`config.mk`:
```
export PLATFORM = sky130hd
export DESIGN_NAME = tlm_get_fifo
export DESIGN_NICKNAME = d
export VERILOG_FILES = /design/src/rtl/tlm_get_fifo_pkg.sv /design/src/rtl/tlm_get_fifo_mem.sv /design/src/rtl/tlm_get_fifo.sv
export SDC_FILE = /design/constraint.sdc
export NUM_CORES = 1
export LEC_CHECK = 0
export CAP_MARGIN = 40
export CELL_PAD_IN_SITES_DETAIL_PLACEMENT = 0
export CELL_PAD_IN_SITES_GLOBAL_PLACEMENT = 2
export CORE_ASPECT_RATIO = 1.5
export CORE_MARGIN = 2
export CORE_UTILIZATION = 40
export DETAILED_ROUTE_END_ITERATION = 16
export GPL_TIMING_DRIVEN = 1
export PLACE_DENSITY = 0.73
export SYNTH_ARGS = -nofsm -noshare
export SYNTH_HDL_FRONTEND = slang
export SYNTH_SLANG_ARGS = --single-unit
```
`constraint.sdc`:
```
create_clock -name clk -period 5.95 [get_ports clk]
set_input_delay 0.8925 -clock clk [delete_from_list [all_inputs] [get_ports clk]]
set_output_delay 0.8925 -clock clk [all_outputs]
set_load 0.02 [all_outputs]
```
`src/rtl/tlm_get_fifo_pkg.sv`:
```
// Shared types and helpers for the TLM get-port FIFO provider.
package tlm_get_fifo_pkg;

    typedef enum logic [1:0] {
        OpGet     = 2'd0,
        OpTryGet  = 2'd1,
        OpPeek    = 2'd2,
        OpTryPeek = 2'd3
    } get_op_e;

    typedef enum logic [1:0] {
        StIdle,
        StWait,
        StResp
    } state_e;

    function automatic logic is_blocking(get_op_e op);
        return (op == OpGet) || (op == OpPeek);
    endfunction

    function automatic logic is_pop(get_op_e op);
        return (op == OpGet) || (op == OpTryGet);
    endfunction

endpackage

```
`src/rtl/tlm_get_fifo_mem.sv`:
```
// Item storage: synchronous write, combinational read, no reset on the array.
module tlm_get_fifo_mem #(
    parameter int unsigned DATA_W = 32,
    parameter int unsigned DEPTH  = 8,
    localparam int unsigned PtrW  = $clog2(DEPTH)
) (
    input  logic              clk,
    input  logic              we,
    input  logic [PtrW-1:0]   waddr,
    input  logic [DATA_W-1:0] wdata,
    input  logic [PtrW-1:0]   raddr,
    output logic [DATA_W-1:0] rdata
);

    logic [DATA_W-1:0] mem [DEPTH];

    always_ff @(posedge clk) begin
        if (we) begin
            mem[waddr] <= wdata;
        end
    end

    assign rdata = mem[raddr];

endmodule

```
`src/rtl/tlm_get_fifo.sv`:
```
// TLM get-port FIFO provider: put handshake in, GET/TRY_GET/PEEK/TRY_PEEK out.
// Optional macro TLM_GET_FIFO_FLUSH_EN adds a synchronous flush input.
module tlm_get_fifo
    import tlm_get_fifo_pkg::*;
#(
    parameter int unsigned DATA_W = 32,
    parameter int unsigned DEPTH  = 8,
    localparam int unsigned PtrW  = $clog2(DEPTH),
    localparam int unsigned CntW  = $clog2(DEPTH + 1)
) (
    input  logic              clk,
    input  logic              rst,
`ifdef TLM_GET_FIFO_FLUSH_EN
    input  logic              flush,
`endif
    input  logic              put_valid,
    output logic              put_ready,
    input  logic [DATA_W-1:0] put_data,
    input  logic              get_req,
    input  logic [1:0]        get_op,
    output logic              get_ready,
    output logic              rsp_valid,
    output logic              rsp_ok,
    output logic [DATA_W-1:0] rsp_data,
    output logic              can_get,
    output logic [CntW-1:0]   count
);

    state_e            state_q;
    get_op_e           op_q;
    get_op_e           op_in;
    logic              rsp_valid_q, rsp_ok_q;
    logic [DATA_W-1:0] rsp_data_q;
    logic [PtrW-1:0]   wr_ptr_q, rd_ptr_q;
    logic [CntW-1:0]   count_q;
    logic [DATA_W-1:0] rd_data;
    logic              do_flush, put_fire, pop, not_empty;

`ifdef TLM_GET_FIFO_FLUSH_EN
    assign do_flush = flush;
`else
    assign do_flush = 1'b0;
`endif

    assign op_in     = get_op_e'(get_op);
    assign not_empty = (count_q != '0);
    assign put_ready = (count_q != CntW'(DEPTH));
    assign put_fire  = put_valid && put_ready && !do_flush;
    // Guard on not_empty so a flush racing an accepted request cannot underflow.
    assign pop       = (state_q == StResp) && rsp_ok_q && is_pop(op_q) && not_empty;

    assign get_ready = (state_q == StIdle);
    assign rsp_valid = rsp_valid_q;
    assign rsp_ok    = rsp_ok_q;
    assign rsp_data  = rsp_data_q;
    assign can_get   = not_empty;
    assign count     = count_q;

    tlm_get_fifo_mem #(
        .DATA_W (DATA_W),
        .DEPTH  (DEPTH)
    ) u_mem (
        .clk   (clk),
        .we    (put_fire),
        .waddr (wr_ptr_q),
        .wdata (put_data),
        .raddr (rd_ptr_q),
        .rdata (rd_data)
    );

    always_ff @(posedge clk or posedge rst) begin
        if (rst) begin
            wr_ptr_q <= '0;
            rd_ptr_q <= '0;
            count_q  <= '0;
        end else if (do_flush) begin
            wr_ptr_q <= '0;
            rd_ptr_q <= '0;
            count_q  <= '0;
        end else begin
            if (put_fire) wr_ptr_q <= wr_ptr_q + PtrW'(1);
            if (pop)      rd_ptr_q <= rd_ptr_q + PtrW'(1);
            if (put_fire && !pop) begin
                count_q <= count_q + CntW'(1);
            end else if (!put_fire && pop) begin
                count_q <= count_q - CntW'(1);
            end
        end
    end

    always_ff @(posedge clk or posedge rst) begin
        if (rst) begin
            state_q     <= StIdle;
            op_q        <= OpGet;
            rsp_valid_q <= 1'b0;
            rsp_ok_q    <= 1'b0;
            rsp_data_q  <= '0;
        end else begin
            rsp_valid_q <= 1'b0;
            rsp_ok_q    <= 1'b0;
            rsp_data_q  <= '0;
            unique case (state_q)
                StIdle: begin
                    if (get_req) begin
                        op_q <= op_in;
                        if (not_empty) begin
                            state_q     <= StResp;
                            rsp_valid_q <= 1'b1;
                            rsp_ok_q    <= 1'b1;
                            rsp_data_q  <= rd_data;
                        end else if (!is_blocking(op_in)) begin
                            state_q     <= StResp;
                            rsp_valid_q <= 1'b1;
                        end else begin
                            state_q <= StWait;
                        end
                    end
                end
                StWait: begin
                    if (do_flush) begin
                        state_q     <= StResp;
                        rsp_valid_q <= 1'b1;
                    end else if (not_empty) begin
                        state_q     <= StResp;
                        rsp_valid_q <= 1'b1;
                        rsp_ok_q    <= 1'b1;
                        rsp_data_q  <= rd_data;
                    end
                end
                StResp: state_q <= StIdle;
                default: state_q <= StIdle;
            endcase
        end
    end

endmodule

```
== Word-level counts from Yosys, hierarchy flattened ==
Memory sizes are Yosys's and may differ from the RTL's.
Cells that the tools add are included.
Cells by class
  muxes and demuxes: 19
  $add $sub $neg: 4
  equal/unequal tests: 7
  reduce and logical (&&, ||, !) cells: 17
Operators by type and width (number)
  32-bit 2-to-1 mux: 2
  32-bit case mux with 2 select lines: 1
  2-bit 2-to-1 mux: 4
  4-bit 2-to-1 mux: 2
  1-bit 2-to-1 mux: 7
  3-bit by 1-bit adder with 3-bit output (second input constant): 2
  1-bit logical AND: 6
  2-bit zero test: 3
  4-bit by 1-bit adder with 4-bit output (second input constant): 1
  2-bit by 1-bit equality test with 1-bit output (second input constant): 2
  2-bit equality test (second input constant): 2
  2-bit inequality test (second input constant): 2
  4-bit inequality test (second input constant): 1
  1-bit case mux with 2 select lines: 2
  2-bit case mux with 2 select lines: 1
  2-bit AND reduction: 2
  4-bit nonzero test: 1
  4-bit by 1-bit subtractor with 4-bit output (second input constant): 1
  1-bit zero test: 2
  1-bit logical OR: 2
  2-bit nonzero test: 1
Word-level totals
  memory bits (writable): 256
  flip-flop bits (word level): 48
  word-level logic and storage cells: 56
  memories: 1
Memory list
  u_mem.mem: depth 8, width 32, rd ports 1, clocked after Yosys merged registers in 0, wr ports 1, line tlm_get_fifo_mem.sv:15  | logic [DATA_W-1:0] mem [DEPTH];

== Depth between registers and ports, before layout ==
  depth after elaboration: 7
  mapped depth: 10
  mapped depth without buffers: 9

== Hierarchy ==
From an unflattened synthesis, not the netlist that was laid out.
Second synthesis, totals
  cells, all modules: 518
  area total of the unflattened synthesis: 11653.7 µm²
Modules (own cells, without submodules)
  tlm_get_fifo_mem: times used 1, cells each 383, sequential area each 7687.4 µm², area each 9825.7 µm²
  tlm_get_fifo: times used 1, cells each 135, sequential area each 1176.1 µm², area each 1828.0 µm²

== Worst setup path after synthesis ==
No wires, ideal clock.
  path kind: reg-to-reg
  start point: register count_q[0], in the netlist count[0]
  end point: memory u_mem.mem[1][0] (enable)
  slack: 2150 ps
  required time: 5489 ps
  stages on the path, launching flop included: 5
  arrival: 3339 ps
  path buffers: 1
  clock period less this slack: 3800 ps
  setup time: 461 ps
  cells stage by stage: dfrtp_1 or4b_1 buf_2 nand3_1 nor3_1
On the way
  word-level cells in the longest chain between the ends: 4
RTL lines
  from (decl): line tlm_get_fifo.sv:35  | logic [CntW-1:0] count_q;
  from (signal assigned): line tlm_get_fifo.sv:84  | count_q <= count_q + CntW'(1);
  from (signal assigned): line tlm_get_fifo.sv:86  | count_q <= count_q - CntW'(1);
  4-bit inequality test: line tlm_get_fifo.sv:47  | assign put_ready = (count_q != CntW'(DEPTH));
  named net put_ready: line tlm_get_fifo.sv:17  | output logic put_ready,
  1-bit logical AND: line tlm_get_fifo.sv:48  | assign put_fire = put_valid && put_ready && !do_flush;
  1-bit 2-to-1 mux: line tlm_get_fifo_mem.sv:18  | if (we) begin
  1-bit 2-to-1 mux (implied by the code): line tlm_get_fifo_mem.sv:19  | mem[waddr] <= wdata;
  to (decl): line tlm_get_fifo_mem.sv:15
The timed path passes the listed nets, and every way through them passes these cells.

== Worst setup path in the final report ==
  start point: register count_q[0], in the netlist count[0]
  end point: output port put_ready
On the way
  word-level cells in the longest chain between the ends: 1
RTL lines (line)
  4-bit inequality test: tlm_get_fifo.sv:47
  to (decl): tlm_get_fifo.sv:17
No other way between the ends.

==> key figures <==
Detailed routing
  • Via count: 5180
  • DR vias/cell: about 5.4
  • Final wirelength: about 22000 microns
  • Drt pass-1 iters: 4
  • Routed WL per cell: 23.2 microns
  • Post-DRT Antenna Nets: 0
  • Iteration-0 DRC Markers: between 300 and 400
  • Number of remaining DRC errors: 0

Timing
  • Worst Clk Skew: approximately 7.8 ps
  • TNS Setup: 0 ps
  • Final Slew Violations: 0
  • Least-Margin Pin Slew: between 700 and 800 ps
  • Final min period: roughly 3200 ps
  • Tcrit/Tclk final: 54.1%
  • Min Hold Slack: 517 ps
  • Final Hold Vio Count: 0
  • Max Fclk: between 0.3 and 0.4 GHz
  • Normalized max-slew margin: 52.7%
  • Setup violators final: 0
  • Unrepaired setup endpoints after global routing: false

Pwr
  • Power Internal: 4.62 mW
  • Sw Ratio: around 28%
  • Clock share of power: 27.9%
  • Sw Pwr: ~1.8 mW
  • Peak VDD IR: between 0.0002 and 0.00025 V
  • Sequential share of power: between 40% and 50%
  • Final Power: around 6.4 mW
  • Leak: 4.56 nW
  • PD cells: between 400 and 500 nW/um^2
  • Logic pwr share: a little over a quarter

Placed design
  • DP Area: around 13000 sq um
  • Dpl hpwl: approximately 13000 microns
  • Port Buffers: between 70 and 80
  • Routability congestion estimate from global placement: between 0.7 and 0.8

Logic synthesis
  • Cell area after synthesis: between 10000 and 15000 sq um
  • FF+latch count, synth: ~300
  • Sequential fraction of the synthesis area: 78.0%
  • Syn_nets: 532
  • Main combinational cell family by area after synthesis: multiplexers
  • Number of flops mapped to enable cells by yosys: between 200 and 300
  • Post-Synth Simple-Gate Area: roughly 2.2%
  • XOR/XNOR Fraction of Synth Area: less than 1%
  • Multiplexer share of the synthesized area: between 10% and 20%
  • Synth async-reset ratio: 15.5%
  • Mean Syn Cell Area: approximately 23 sq um
  • Mapped Cells: between 400 and 500
  • Adder-Cell Fraction of Synth Area: 0.727%
  • Yosys warning count: 0
  • Synth Flop Type: edfxtp_1
  • Unique cell type count in the Yosys netlist: 40
  • Synth Area in Compound Gates: around 3.0%

Layout
  • Post-layout util: 48.5%
  • Fin area: between 10000 and 15000 sq um
  • # diodes: 0
  • # nets final: about 630
  • Most common cell after layout, fill and taps aside: edfxtp_1
  • Area Growth Syn to Fin: 19.4%
  • Most frequent cells in the layout: 256 x edfxtp_1, 78 x clkdlybuf4s50_1, 45 x dfrtp_1
  • Layout cells sized above 1: 19.5%

Clock tree
  • Post-CTS sizing: 0
  • H-tree Lvls: 1
  • Cts bufs inserted: 28
  • Clock latency on the worst-skew pair: 550 ps
  • Root buf cell: clkbuf_16
  • Setup Fix Bufs, Post-CTS: 0
  • Clock Pin Slew Worst Setup and Hold Paths: around 60 ps
  • Max clock buf depth: 3
  • Hold Buf Count CTS: 0
  • CTS tree: built
  • Clock Sinks: a little over 300

Floorplanning
  • Die Y-Extent: 210 microns
  • Die area: approximately 30000 sq um
  • Row count: 75
  • Die X: approximately 140 microns
  • Initial Utilization: 40.6%
  • Core area: about 28000 sq um
  • IO Count: a little under 80

Global routing
  • Number of global-route vias before repair: about 5700
  • Largest net degree at the start of global routing: 48
  • Total GRT Usage: 15.3%
  • First-pass GRT wire length: 34300 microns
  • Initial antenna violation count: 0
  • Total grt overflow: 0

Critical path
  • Worst setup SP type: flip-flop
  • Critical path peak fanout: 7
  • Worst EP arrival: 2330 ps
  • Reg2Reg Capture Point: count[3]
  • WS Path Type: flip-flop to primary output
  • Crit. End Element: primary output
  • Worst r2r path cells: 9
  • Reg2reg setup slack: between 3000 and 4000 ps
  • R2r startpoint: count[0]
  • Worst EP required: approximately 5100 ps

Worst hold path
  • Hold Path Class: flip-flop to flip-flop
  • Min-delay src: op_q[1]
  • Hold path endpoint: op_q[1]
  • Hold path depth: 1

Run status
  • Status: finished, final reports clean

Job
  • Max_cap viols: 0
[state kept, by name (all words and copies together) (netlist names)]
signal and flops:
rd_ptr_q 3, wr_ptr_q 3, rsp_valid 1, state_q 2, rsp_data 32, op_q 1, rsp_ok 1, count 4
u_mem.mem 256
[critical path, cell delays in order, from the launching register on]
cell             delay [ps]
dfrtp_1                 490
or4b_1                  700
clkdlybuf4s50_1         590
[cells in the mapped netlist (2+ instances only)]
| cell | instances | area share [%] |
|---|---|---|
| nand2_1 | 4 | 0.13 |
| nand3b_1 | 2 | 0.13 |
| xnor2_1 | 6 | 0.46 |
| buf_6 | 6 | 0.59 |
| mux4_2 | 43 | 8.5 |
| edfxtp_1 | 256 | 68 |
| nand2b_1 | 2 | 0.11 |
| a22o_1 | 32 | 2.5 |
| mux4_1 | 21 | 4.9 |
| a21oi_1 | 3 | 0.13 |
| mux2_2 | 2 | 0.20 |
| clkbuf_1 | 7 | 0.23 |
| o21bai_1 | 2 | 0.13 |
| buf_12 | 2 | 0.35 |
| dfrtp_1 | 47 | 10 |
| ha_1 | 5 | 0.55 |
| nand3_1 | 4 | 0.18 |
| o211ai_1 | 2 | 0.13 |
| buf_2 | 5 | 0.22 |
| nor3_1 | 5 | 0.22 |
| inv_1 | 4 | 0.13 |
| nor4_4 | 2 | 0.37 |
| nor2_1 | 9 | 0.30 |
[how the worst max path moves through the flow]
stage	from	to	slack, ps
2_1_floorplan	count[0]	u_mem.mem[1][0]	2150
3_3_place_gp	put_valid	u_mem.mem[6][27]	2670
3_5_place_dp	put_valid	count[3]	2760
4_1_cts	count[0]	put_ready	2710
5_1_grt	count[0]	put_ready	2650
6_report	count[0]	put_ready	2730
[layout make-up]
type                    count  area, sq um
flip-flops and latches    303         8870
repair buffers             92          956
inverters                   5         18.8
clock inverters             8         93.8
clock buffers              44          842
well taps                 346          433
fillers                  2242        14400
multi-input cells         158         2360
[cells by family (layout without fill, tap and decap cells)]
kind of cell    Yosys count  after routing
compound gates           41             41
buf+inv                  27            149
simple gates             36             36
fa+ha+maj                 6              6
flops                   303            303
xor+xnor                  6              6
mux                      69             69
[per-layer routing]
metal / vias up / global-route usage, % / wire length [microns]
li1: 2257 / - / -
met1: 2743 / 19.3 / 8920
met2: 150 / 27.1 / 11700
met3: 30 / 2.14 / 1080
met4: 0 / 5.34 / 528
met5: - / 0 / 0
[per-stage QoR]
| stage | worst slack [ps] | instances |
|---|---|---|
| 3_3_place_gp | 2670 | 899 |
| 2_1_floorplan | 2150 | 488 |
| 5_1_grt | 2650 | 956 |
| 4_1_cts | 2710 | 956 |
| 6_report | 2730 | 956 |
| 3_5_place_dp | 2760 | 904 |
[power by group through the flow]
stage | registers (mW) | logic [mW] | clock network [mW]
6_report | 2.92 | 1.72 | 1.79
3_3_place_gp | 2.95 | 1.69 | 0
3_5_place_dp | 2.97 | 1.76 | 0
4_1_cts | 2.93 | 1.77 | 1.84
5_1_grt | 2.96 | 1.85 | 1.92
2_1_floorplan | 3.01 | 1.08 | 0
Note: power is estimated with default switching activity, not from simulation.
